===== config.mk =====
export PLATFORM = sky130hd
export DESIGN_NAME = fp_norm_seq_flat
export DESIGN_NICKNAME = d
export VERILOG_FILES = /design/src/rtl/fp_norm_seq_if.sv /design/src/rtl/fp_norm_seq.sv /design/src/flat_wrapper.sv
export SDC_FILE = /design/constraint.sdc
export NUM_CORES = 1
export LEC_CHECK = 0
export ABC_AREA = 1
export CELL_PAD_IN_SITES_DETAIL_PLACEMENT = 0
export CELL_PAD_IN_SITES_GLOBAL_PLACEMENT = 1
export CORE_MARGIN = 3
export CORE_UTILIZATION = 40
export CTS_CLUSTER_DIAMETER = 50
export DETAILED_ROUTE_END_ITERATION = 8
export DONT_BUFFER_PORTS = 1
export PLACE_DENSITY_LB_ADDON = 0.1
export SLEW_MARGIN = 10
export SYNTH_ARGS = -nofsm -noshare
export SYNTH_HDL_FRONTEND = slang
export SYNTH_SLANG_ARGS = --single-unit

===== constraint.sdc =====
create_clock -name clk -period 2.4 [get_ports clk]
set_clock_uncertainty 0.2 [all_clocks]
set_input_delay 0.36 -clock clk [delete_from_list [all_inputs] [get_ports clk]]
set_output_delay 0.36 -clock clk [all_outputs]
set_load 0.01 [all_outputs]

===== src/rtl/fp_norm_seq_if.sv =====
// fp_norm_seq_if: handshake bundle for the normalization sequencer.
//   Input side : in_valid, in_ready, in_sig, in_exp, in_sign
//   Output side: out_valid, out_ready, out_sig, out_exp, out_sign,
//                out_zero, out_under, out_over, out_shifts
// The master modport is the upstream/downstream environment; slave is the sequencer.
interface fp_norm_seq_if #(
  parameter int unsigned SIG_W = 22,
  parameter int unsigned EXP_W = 5
);
  logic             in_valid;
  logic             in_ready;
  logic [SIG_W-1:0] in_sig;
  logic [EXP_W-1:0] in_exp;
  logic             in_sign;
  logic             out_valid;
  logic             out_ready;
  logic [SIG_W-1:0] out_sig;
  logic [EXP_W-1:0] out_exp;
  logic             out_sign;
  logic             out_zero;
  logic             out_under;
  logic             out_over;
  logic [4:0]       out_shifts;

  modport master (
    output in_valid, in_sig, in_exp, in_sign, out_ready,
    input  in_ready, out_valid, out_sig, out_exp, out_sign,
           out_zero, out_under, out_over, out_shifts
  );

  modport slave (
    input  in_valid, in_sig, in_exp, in_sign, out_ready,
    output in_ready, out_valid, out_sig, out_exp, out_sign,
           out_zero, out_under, out_over, out_shifts
  );
endinterface


===== src/rtl/fp_norm_seq.sv =====
// fp_norm_seq: multi-cycle significand normalizer, one shift per cycle.
//   clk   : rising-edge clock
//   rst_n : synchronous active-low reset
//   bus   : fp_norm_seq_if.slave (input triple and result handshakes)
//   busy  : high whenever the sequencer is not idle
// The hidden bit is moved to SIG_W-2; bit SIG_W-1 is the carry bit. The
// operation stops early on zero, exponent underflow or exponent overflow.
module fp_norm_seq #(
  parameter int unsigned SIG_W = 22,
  parameter int unsigned EXP_W = 5
) (
  input  logic               clk,
  input  logic               rst_n,
  fp_norm_seq_if.slave       bus,
  output logic               busy
);

  typedef enum logic [1:0] {IDLE, SHIFT, DONE} state_t;

  state_t           state;
  logic [SIG_W-1:0] sig_r;
  logic [EXP_W-1:0] exp_r;
  logic             sign_r;
  logic [4:0]       shifts_r;
  logic             zero_r;
  logic             under_r;
  logic             over_r;

  always_ff @(posedge clk) begin
    if (!rst_n) begin
      state    <= IDLE;
      sig_r    <= '0;
      exp_r    <= '0;
      sign_r   <= 1'b0;
      shifts_r <= '0;
      zero_r   <= 1'b0;
      under_r  <= 1'b0;
      over_r   <= 1'b0;
    end else begin
      case (state)
        IDLE: begin
          // in_ready is exactly "state == IDLE", so in_valid alone accepts here
          if (bus.in_valid) begin
            sig_r    <= bus.in_sig;
            exp_r    <= bus.in_exp;
            sign_r   <= bus.in_sign;
            shifts_r <= '0;
            zero_r   <= 1'b0;
            under_r  <= 1'b0;
            over_r   <= 1'b0;
            state    <= SHIFT;
          end
        end
        SHIFT: begin
          if (sig_r == '0) begin
            zero_r <= 1'b1;
            exp_r  <= '0;
            state  <= DONE;
          end else if (sig_r[SIG_W-1]) begin
            if (exp_r == '1) begin
              over_r <= 1'b1;
              state  <= DONE;
            end else begin
              sig_r    <= sig_r >> 1;
              exp_r    <= exp_r + EXP_W'(1);
              shifts_r <= shifts_r + 5'(1);
            end
          end else if (sig_r[SIG_W-2]) begin
            state <= DONE;
          end else if (exp_r == '0) begin
            under_r <= 1'b1;
            state   <= DONE;
          end else begin
            sig_r    <= sig_r << 1;
            exp_r    <= exp_r - EXP_W'(1);
            shifts_r <= shifts_r + 5'(1);
          end
        end
        DONE: begin
          if (bus.out_ready) state <= IDLE;
        end
        default: state <= IDLE;
      endcase
    end
  end

  assign bus.in_ready   = (state == IDLE);
  assign bus.out_valid  = (state == DONE);
  assign busy           = (state != IDLE);
  assign bus.out_sig    = sig_r;
  assign bus.out_exp    = exp_r;
  assign bus.out_sign   = sign_r;
  assign bus.out_zero   = zero_r;
  assign bus.out_under  = under_r;
  assign bus.out_over   = over_r;
  assign bus.out_shifts = shifts_r;

endmodule


===== src/flat_wrapper.sv =====
// flat-port wrapper written by rule: the top's interface ports become plain ports
module fp_norm_seq_flat 
#(
  parameter int unsigned SIG_W = 22,
  parameter int unsigned EXP_W = 5
)
  (clk, rst_n, busy, bus_in_valid, bus_in_sig, bus_in_exp, bus_in_sign, bus_out_ready, bus_in_ready, bus_out_valid, bus_out_sig, bus_out_exp, bus_out_sign, bus_out_zero, bus_out_under, bus_out_over, bus_out_shifts);
  fp_norm_seq_if #(.SIG_W(SIG_W), .EXP_W(EXP_W)) bus_i ();
  input  logic clk;
  input  logic rst_n;
  output logic busy;
  input wire logic [$bits(bus_i.in_valid)-1:0] bus_in_valid;
  input wire logic [$bits(bus_i.in_sig)-1:0] bus_in_sig;
  input wire logic [$bits(bus_i.in_exp)-1:0] bus_in_exp;
  input wire logic [$bits(bus_i.in_sign)-1:0] bus_in_sign;
  input wire logic [$bits(bus_i.out_ready)-1:0] bus_out_ready;
  output wire logic [$bits(bus_i.in_ready)-1:0] bus_in_ready;
  output wire logic [$bits(bus_i.out_valid)-1:0] bus_out_valid;
  output wire logic [$bits(bus_i.out_sig)-1:0] bus_out_sig;
  output wire logic [$bits(bus_i.out_exp)-1:0] bus_out_exp;
  output wire logic [$bits(bus_i.out_sign)-1:0] bus_out_sign;
  output wire logic [$bits(bus_i.out_zero)-1:0] bus_out_zero;
  output wire logic [$bits(bus_i.out_under)-1:0] bus_out_under;
  output wire logic [$bits(bus_i.out_over)-1:0] bus_out_over;
  output wire logic [$bits(bus_i.out_shifts)-1:0] bus_out_shifts;
  assign bus_i.in_valid = bus_in_valid;
  assign bus_i.in_sig = bus_in_sig;
  assign bus_i.in_exp = bus_in_exp;
  assign bus_i.in_sign = bus_in_sign;
  assign bus_i.out_ready = bus_out_ready;
  assign bus_in_ready = bus_i.in_ready;
  assign bus_out_valid = bus_i.out_valid;
  assign bus_out_sig = bus_i.out_sig;
  assign bus_out_exp = bus_i.out_exp;
  assign bus_out_sign = bus_i.out_sign;
  assign bus_out_zero = bus_i.out_zero;
  assign bus_out_under = bus_i.out_under;
  assign bus_out_over = bus_i.out_over;
  assign bus_out_shifts = bus_i.out_shifts;
  fp_norm_seq #(.SIG_W(SIG_W), .EXP_W(EXP_W)) u_core (.clk(clk), .rst_n(rst_n), .bus(bus_i), .busy(busy));
endmodule

# Word-level counts from Yosys, hierarchy flattened
# Cells that the tools add are included.
[classes]
n_addsub = 3
n_eq_ne = 20
n_mux = 41
reduce_logical = 14
[ops]
columns = ["operator", "count"]
rows = [
  ["two-way mux 22 bit", 5],
  ["two-way mux 5 bit", 12],
  ["case mux 22 bit (2 select lines)", 1],
  ["logical NOT 22 bit", 1],
  ["two-way mux 21 bit", 1],
  ["case mux 5 bit (2 select lines)", 2],
  ["two-way mux 2 bit", 7],
  ["AND reduction 6 bit", 2],
  ["adder 5 x 1 -> 5 bit (second input constant)", 2],
  ["!= test 2 bit (second input constant)", 5],
  ["AND reduction 5 bit", 2],
  ["two-way mux 1 bit", 9],
  ["!= test 2 x 1 -> 1 bit (second input constant)", 4],
  ["!= test 4 bit (second input constant)", 2],
  ["AND reduction 4 bit", 2],
  ["!= test 3 x 2 -> 1 bit (second input constant)", 2],
  ["case mux 1 bit (2 select lines)", 3],
  ["case mux 2 bit (3 select lines)", 1],
  ["AND reduction 3 bit", 2],
  ["equality test 5 bit (second input constant)", 1],
  ["logical NOT 5 bit", 1],
  ["!= test 5 x 1 -> 1 bit (second input constant)", 1],
  ["subtractor 5 x 1 -> 5 bit (second input constant)", 1],
  ["!= test 4 x 2 -> 1 bit (second input constant)", 1],
  ["7 further kinds", 8],
]
[totals]
regBits = 38
inputBits = 32
out_inout_bits = 39
word_cells = 88

# Depth between registers and ports, before layout
# Gate-level depths: netlist of run 1.
[logic_depth]
word_depth = 6
mapped_depth = 11
ltp_nobuf = 10

# Worst setup path after synthesis of run 1
# No wires, ideal clock.
[synth_path]
path_kind = "register -> register"
start = "reg u_core.sig_r[21] (netlist: u_core.bus.out_sig[21])"
end = "reg u_core.exp_r[4] (netlist: u_core.bus.out_exp[4])"
setup_time_ns = 0.064
arrival_time_ns = 1.542
t_required_ns = 2.136
setup_slack_ns = 0.594
path_stages_with_launch = 9
path_buffers = 0
period_less_slack_ns = 1.806
path_cell_list = "dfxtp_1 > inv_2 > fa_1 > nand3_1 > nand2_1 > xnor2_1 > o21ai_0 > nor2_1 > nor2_1"
[synth_between]
elab_chain_cells = 3
elab_cells_between_ends = 8
classes_between = "eq/ne (3); mux (3); reduce/logical (2)"
[synth_rtl]
columns = ["item", "line_no", "text"]
rows = [
  ["start, declared", "fp_norm_seq.sv:21", "logic [SIG_W-1:0] sig_r;"],
  ["start signal, assigned", "fp_norm_seq.sv:44", "sig_r <= bus.in_sig;"],
  ["start signal, assigned", "fp_norm_seq.sv:64", "sig_r <= sig_r >> 1;"],
  ["start signal, assigned", "fp_norm_seq.sv:74", "sig_r <= sig_r << 1;"],
  ["logical NOT 22 bit / two-way mux 5 bit (equally long branches)", "fp_norm_seq.sv:55, fp_norm_seq.sv:59", ""],
  ["!= test 4 x 3 -> 1 bit (no source line), or another cell as far along", "--", ""],
  ["AND reduction 5 bit (no source line) / case mux 5 bit (2 select lines) (equally long branches)", "--", ""],
  ["end signal, assigned", "fp_norm_seq.sv:45", "exp_r <= bus.in_exp;"],
  ["end signal, assigned", "fp_norm_seq.sv:65", "exp_r <= exp_r + EXP_W'(1);"],
  ["end signal, assigned", "fp_norm_seq.sv:75", "exp_r <= exp_r - EXP_W'(1);"],
  ["end, declared", "fp_norm_seq.sv:22", "logic [EXP_W-1:0] exp_r;"],
]
# Parallel ways exist; a longest one is shown, timed or not.
# A chain may end at the register's enable or synchronous reset.

# Worst setup path in the final report of run 1
[layout_path]
start = "reg u_core.sig_r[21] (netlist: u_core.bus.out_sig[21])"
end = "reg u_core.sig_r[9] (netlist: u_core.bus.out_sig[9])"
[layout_between]
elab_chain_cells = 3
elab_cells_between_ends = 9
classes_between = "eq/ne (4); mux (3); reduce/logical (2)"
[layout_rtl]
columns = ["item", "line_no"]
rows = [
  ["logical NOT 22 bit / two-way mux 22 bit (equally long branches)", "fp_norm_seq.sv:55, fp_norm_seq.sv:59"],
  ["!= test 2 bit (no source line) / two-way mux 22 bit (equally long branches)", "--"],
  ["AND reduction 6 bit (no source line) / case mux 22 bit (2 select lines) (equally long branches)", "--"],
]
# Parallel ways exist; a longest one is shown, timed or not. The select of a mux whose other input is x is not followed.

==> run metrics, run 1 <==
multiplexer share of the synthesized area 0; TritonCTS clock tree done; share of cells above drive strength 1 0.07311; worst setup path start u_core.bus.out_sig[21]; Synth Area in XOR/XNOR 0.01847; Hold Startpoint rst_n; synthesis-stage register bit count 38; slowest CP cell dfxtp_1; area leader, netlist dfxtp_1; DIE HEIGHT roughly 83 um; hpwl dp 4439 um; Netlist cell types 30; Total GRT Usage 0.1847; CP Cell Sequence inv_2, nor2_8, nand2_2, nand3_2, buf_4, nand2_1, nand2_1, nor2_1; WL/cell between 10 and 15 um; main flop type after synthesis dfxtp_1; number of flops mapped to enable cells by yosys 0; FMAX roughly 0.48 GHz; PostCTS Resize Cnt 0; num ports a little over 70; final WL ~6300 um; period utilization 0.8623; gate count after technology mapping a little under 400; peak supply drop around 0.48 mV; Cells after DPL 447; most common cell in the synthesized netlist nand2_1; WP buf/inv 2; antenna violations before repair 0; core box area roughly 5600 um^2; CTS Buf Count 5; grt ovf 0; sequential area share after synthesis 0.3208; final worst slack between 0.3 and 0.4 ns; worst-skew pair later-pin latency roughly 0.29 ns; cell count of the worst hold path 2; buffer depth of the longest clock path 2; grt met2 use 0.3185; Slew headroom 0.7413; status completed; Worst EP required about 2.4 ns; Max FO, Critical Path 31; Max stage delay on crit path 0.49 ns; setup_tns 0 ns; GR Layer Usage met3 0.05456; largest family of logic cells by synthesized area simple AND/OR/NAND/NOR gates; Leak 1.233 nW; yosys warns 0; largest net degree at the start of global routing 32; Synth Cell Area between 2000 and 2500 um^2; Top Usage Layer GRT met2; met1 GRT Util 0.2253; Setup CP Type register to register; area share of the largest cell type after synthesis 0.3208; CP Data Arrival Time 2.05 ns; first-pass GRT wire length 10660 um; Die X 82.99 um; asr flop ratio synth 0; worst-margin pin slew roughly 0.39 ns; most numerous cell on the critical path nand2_1; syn_nets around 420; Slew Viols, Final 0; Port Buffers 0; Worst-path clk slew 0.07 ns; reg2reg path depth 8; Adder-Cell Fraction of Synth Area 0.02955; initial drt markers 71; Clock Sinks 38; Reg2Reg Launch Point u_core.bus.out_sig[21]; residual DRC count 0; die area around 6900 um^2; max-cap violations 0; top cells by area, synth dfxtp_1, nand2_1, nor2_1, a21oi_1, nand3_1; HP Class primary input to register; CP top delay family simple AND/OR/NAND/NOR gates; vias post-DR 2275; Ant. Diodes 0; Via-to-Cell Ratio 5.000; unrepaired setup endpoints after global routing no; area grow syn2layout 5.858%; final cell count without fillers 455; Critical Path Stages 8; synthesized area per cell slightly above 6 um^2; nets@finish between 400 and 500; drt pass-1 iters 4; Final Hold Vio Count 0; pre-CTS WS 0.3322 ns; post-layout min period just over 2 ns; number of global-route vias before repair 2226; Post-Synth Simple-Gate Area 0.4607; routability congestion estimate ~0.76; Worst setup SP type register; Placement Rows 27; post-route ant nets 0; htree depth 2; Post-synth top cells nand2_1, nor2_1, dfxtp_1; final setup fails 0; Initial Util 0.4228; Pwr Density roughly 1000 nW/um^2; critical path capture point type register; Synth Area in Compound Gates 0.09393; clk root buf clkbuf_8
[repair_timing]
action | 4_1_cts | 5_1_grt
hold buffers | 2 | 0
endpoints found under the hold margin | 30 | 0
setup buffers | 0 | 0
[per-layer routing]
metal  vias to the layer above  part of all wire
met5                         -                 0
met4                         0            0.0077
met3                         5             0.061
met2                        50              0.47
met1                      1002              0.46
li1                       1218                 -
[cell families (layout without fill, tap and decap cells)]
logic type / count (synthesis) / after routing
compound gates: 44 / 44
fa+ha+maj: 5 / 5
simple gates: 258 / 258
xor+xnor: 5 / 5
buf+inv: 36 / 33
flops: 38 / 38
[stage by stage]
step / util / area [um^2] / hold WS, ns / total power (W)
finish: 0.4476 / 2510 / 0.01156 / 0.002522
global route: 0.4476 / 2510 / 0.03717 / 0.002770
CTS: 0.4476 / 2510 / 0.0002118 / 0.002560
detailed placement: 0.4275 / 2397 / 0.2874 / 0.002098
global placement: 0.4275 / 2397 / 0.2857 / 0.002084
floorplan: - / 2371 / 0.2857 / 0.001905
[placed cells by master (no fill, tap or decap)]
cell / instances
ha_1: 4
clkbuf_8: 6
nor2_4: 1
buf_4: 5
nand2_4: 2
nand3b_1: 1
nand4_1: 5
nor2_1: 80
or2_2: 1
nor3_1: 1
nor2_8: 1
buf_12: 1
o21ai_0: 11
nor2_2: 2
inv_2: 2
dfxtp_1: 38
inv_1: 17
xor2_1: 3
nand3_1: 30
clkinv_4: 1
nand2_1: 128
a21o_1: 1
nand3_2: 2
nand2_2: 4
xnor2_1: 2
dlygate4sd3_1: 1
fa_1: 1
a21oi_1: 32
[state kept, by name (all words and copies together) (netlist names)]
register / count
u_core.bus.out_shifts: 5
u_core.state: 2
u_core.bus.out_exp: 5
u_core.bus.out_under: 1
u_core.bus.out_over: 1
u_core.bus.out_zero: 1
u_core.bus.out_sig: 22
u_core.bus.out_sign: 1
[path summary, 6_finish.rpt]
| kind | slack, ns | endpoint |
|---|---|---|
| max reg2reg | 0.33 | u_core.bus.out_sig[9] |
| min | 0.01 | u_core.state[1] |
| max | 0.33 | u_core.bus.out_sig[9] |
| min reg2reg | 0.31 | u_core.bus.out_sign |
[power breakdown]
part | leakage [nW] | switching (W) | total (W) | internal [W]
combinational | 0.875 | 0.000650 | 0.00102 | 0.000368
clock | 0.0431 | 0.000217 | 0.000439 | 0.000222
sequential | 0.314 | 0.000285 | 0.00106 | 0.000780
total | 1.23 | 0.00115 | 0.00252 | 0.00137
[area by class of cell]
class                           count  area [um^2]
Sequential cell                    38        760.7
Fill cell                         637         3098
Clock buffer                        6        82.58
Multi-Input combinational cell    312         1429
Tap cell                           72        90.09
Timing Repair Buffer                7        67.56
Inverter                           20        80.08
Power figures use the tool's default switching activity.
==> run 2: changes to the inputs <==
Settings changed: ABC_AREA 1 to 0.
==> run 2 against run 1 <==
Net effect: design area is 2.7% lower; synthesized cell count is 35% lower; wire length rose by 6.6%; utilization grew 2.4 points; highest routed layer unchanged; flip-flop and latch count is the same; critical path type unchanged; sequential power fell by 19%.
==> run metrics, run 2 <==
Worst setup SP type register; FF-to-FF End u_core.bus.out_sig[1]; post-route ant nets 0 (unchanged); syn_nets 288 (-32%); number of global-route vias before repair 2179 (-2.1%); Placement Rows 26 (-3.7%); worst setup path start u_core.bus.out_exp[2]; area grow syn2layout 12.51%; drt pass-1 iters 5 (+1); most common cell in the synthesized netlist dfxtp_1; post-CTS setup buffer count 0 (unchanged); Pwr Density 802.8 nW/um^2 (-20%); total power 0.001960 W (-22%); CP Data Arrival Time 2.20 ns (+0.15 ns); largest net degree at the start of global routing 29 (-9.4%); yosys warns 0 (unchanged); worst-skew pair later-pin latency 0.29 ns (about the same); asr flop ratio synth 0 (unchanged); worst-margin pin slew 0.6300 ns (+0.2434 ns); Leak 0.9207 nW (-25%); gate count after technology mapping 251 (-35%); share of cells above drive strength 1 0.1494 (+0.07632); most common cell after layout, fill and taps aside dfxtp_1; TritonCTS clock tree done; highest-count cells in the layout ignoring fill and taps dfxtp_1, a21oi_1, nand2_1; multiplexer share of the synthesized area 0 (unchanged); first-pass GRT wire length 11140 um (+4.5%); core box area 5172 um^2 (-7.8%); area share of the largest cell type after synthesis 0.3506 (+0.02979); clk root buf clkbuf_8; Synth Area in XOR/XNOR 0.008074 (-0.01040); R2R Setup Slk 0.15 ns (-0.18 ns); peak supply drop 0.3002 mV (-38%); Setup CP Type register to register; post-layout min period 2.249 ns (+0.1791 ns); Clock Sinks 38 (unchanged); max reg flops 22 (unchanged); unrepaired setup endpoints after global routing no; die area 6343 um^2 (-7.9%); htree depth 2 (unchanged); synthesized area per cell 8.644 um^2 (+41%); CTS Buf Count 5 (unchanged); number of flops mapped to enable cells by yosys 0 (unchanged); FMAX 0.4447 GHz (-8.0%); FILL cells 505 (-21%); sequential area share after synthesis 0.3506 (+0.02979); Hold WS 0.02251 ns (+0.01096 ns); Post-synth top cells dfxtp_1, a21oi_1, nand2_1; Netlist cell types 49 (+63%); num ports 71 (unchanged); Post-Synth Simple-Gate Area 0.1742 (-0.2865); Synth Cell Area 2170 um^2 (-8.5%); period utilization 0.9369 (+0.07464); pre-CTS WS 0.1460 ns (-0.1862 ns); HP Class primary input to register; largest family of logic cells by synthesized area compound AO/OA/AOI/OAI gates; Worst EP required 2.35 ns (-0.03 ns); main flop type after synthesis dfxtp_1; grt ovf 0 (unchanged); antenna violations before repair 0 (unchanged); final setup fails 0 (unchanged); critical path capture point type register; final WL 6689 um (+6.6%); residual DRC count 0 (unchanged); Reg2Reg Launch Point u_core.bus.out_exp[2]; Adder-Cell Fraction of Synth Area 0.03230 (+0.002744); top cells by area, synth dfxtp_1, a222oi_1, a211oi_1, a21oi_1, nand2_1; area leader, netlist dfxtp_1; max-cap violations 0 (unchanged); Final Hold Vio Count 0 (unchanged); vias post-DR 2180 (-4.2%); Initial Util 0.4194 (-0.003354); Die X 79.65 um (-4.0%); Slew Viols, Final 0 (unchanged); final worst slack 0.1515 ns (-0.1791 ns); nets@finish 298 (-29%); hpwl dp 4757 um (+7.2%); WL/cell 20.21 um (+47%); Port Buffers 0 (unchanged); synthesis-stage register bit count 38 (unchanged); Worst-path clk slew 0.08 ns (about the same); Via-to-Cell Ratio 6.586 (+32%); Ant. Diodes 0 (unchanged); initial drt markers 266 (+270%); routability congestion estimate 0.8091 (+6.2%); Max FO, Critical Path 20 (-35%); Synth Area in Compound Gates 0.3708 (+0.2769); reg2reg path depth 4 (-4); Critical Path End u_core.bus.out_sig[1]; setup_tns 0 ns (unchanged); Slew headroom 0.5800 (-0.1613); Total GRT Usage 0.2226 (+0.03788); buffer depth of the longest clock path 2 (unchanged); status completed; DIE HEIGHT 79.65 um (-4.0%)
==> run 2: cell types whose count changed after synthesis, moves of 4 or more <==
cell      change
nand2_1     -104
nor4_1        +4
a222oi_1     +19
clkbuf_1      +6
inv_1        -14
o21ai_0       -6
and3_1        +4
a211oi_1     +21
nand3_1      -21
nor2_1       -68
nand2_2       -4
o221a_1       +4
==> run 2: cell families (layout without fill, tap and decap cells) <==
kind of cell	count (synthesis)	in the layout
AOI/OAI and AO/OA	105	105
adders and majority gates	5	5
buffers and inverters	27	37
DFF	38	38
xor gates and xnor gates	2	2
and+or+nand+nor	74	74
==> run 2: report_power, final <==
part | total [W] | switching, W | internal, W
Combinational | 0.000681 | 0.000383 | 0.000298
Sequential | 0.000858 | 0.000141 | 0.000716
Clock | 0.000421 | 0.000222 | 0.000199
==> run 2: cell type report <==
cell class	count	area (um^2)	area share
Tap cell	70	87.58	0.03588
Inverter	4	15.01	0.006151
Sequential cell	38	760.7	0.3116
Clock buffer	6	72.57	0.02973
Timing Repair Buffer	26	225.2	0.09226
Clock inverter	1	7.507	0.003075
Multi-Input combinational cell	186	1272	0.5213
==> run 2: stage by stage <==
stage / instance area, um^2 / utilization / instances
2_1_floorplan: 2170 / - / 251
4_1_cts: 2439 / 0.4715 / 331
3_5_place_dp: 2338 / 0.4521 / 322
6_report: 2441 / 0.4719 / 331
3_3_place_gp: 2338 / 0.4521 / 322
5_1_grt: 2441 / 0.4719 / 331
==> run 2: how the worst min path moves through the flow <==
stage / from / slack [ns] / depth (start not counted) / to
finish: rst_n / 0.02 / 1 / u_core.bus.out_exp[4]
global route: rst_n / 0.005 / 1 / u_core.bus.out_under
CTS: rst_n / 0.009 / 1 / u_core.bus.out_exp[4]
detailed placement: u_core.bus.out_zero / 0.30 / 2 / u_core.bus.out_zero
global placement: u_core.bus.out_sign / 0.29 / 2 / u_core.bus.out_sign
floorplan: u_core.bus.out_zero / 0.28 / 2 / u_core.bus.out_zero
==> run 2: repair_timing <==
item                                   in CTS  in global routing
gates resized for setup                     0                  1
hold buffers                                2                  0
endpoints found under the hold margin       2                  0
setup endpoints to repair                   0                  5
==> run 2: critical path: stages, from the launching register on <==
cell	delay (ns)
dfxtp_1	0.35
or4_4	0.58
o211a_1	0.47
a222oi_1	0.38
a211oi_1	0.13
==> run 2: per-layer routing <==
metal	track usage	vias up	wire, um
met5	0	-	0
met4	0.06873	0	87
met3	0.05756	9	570
met2	0.3756	102	3307
met1	0.2760	1055	2723
li1	-	1014	-
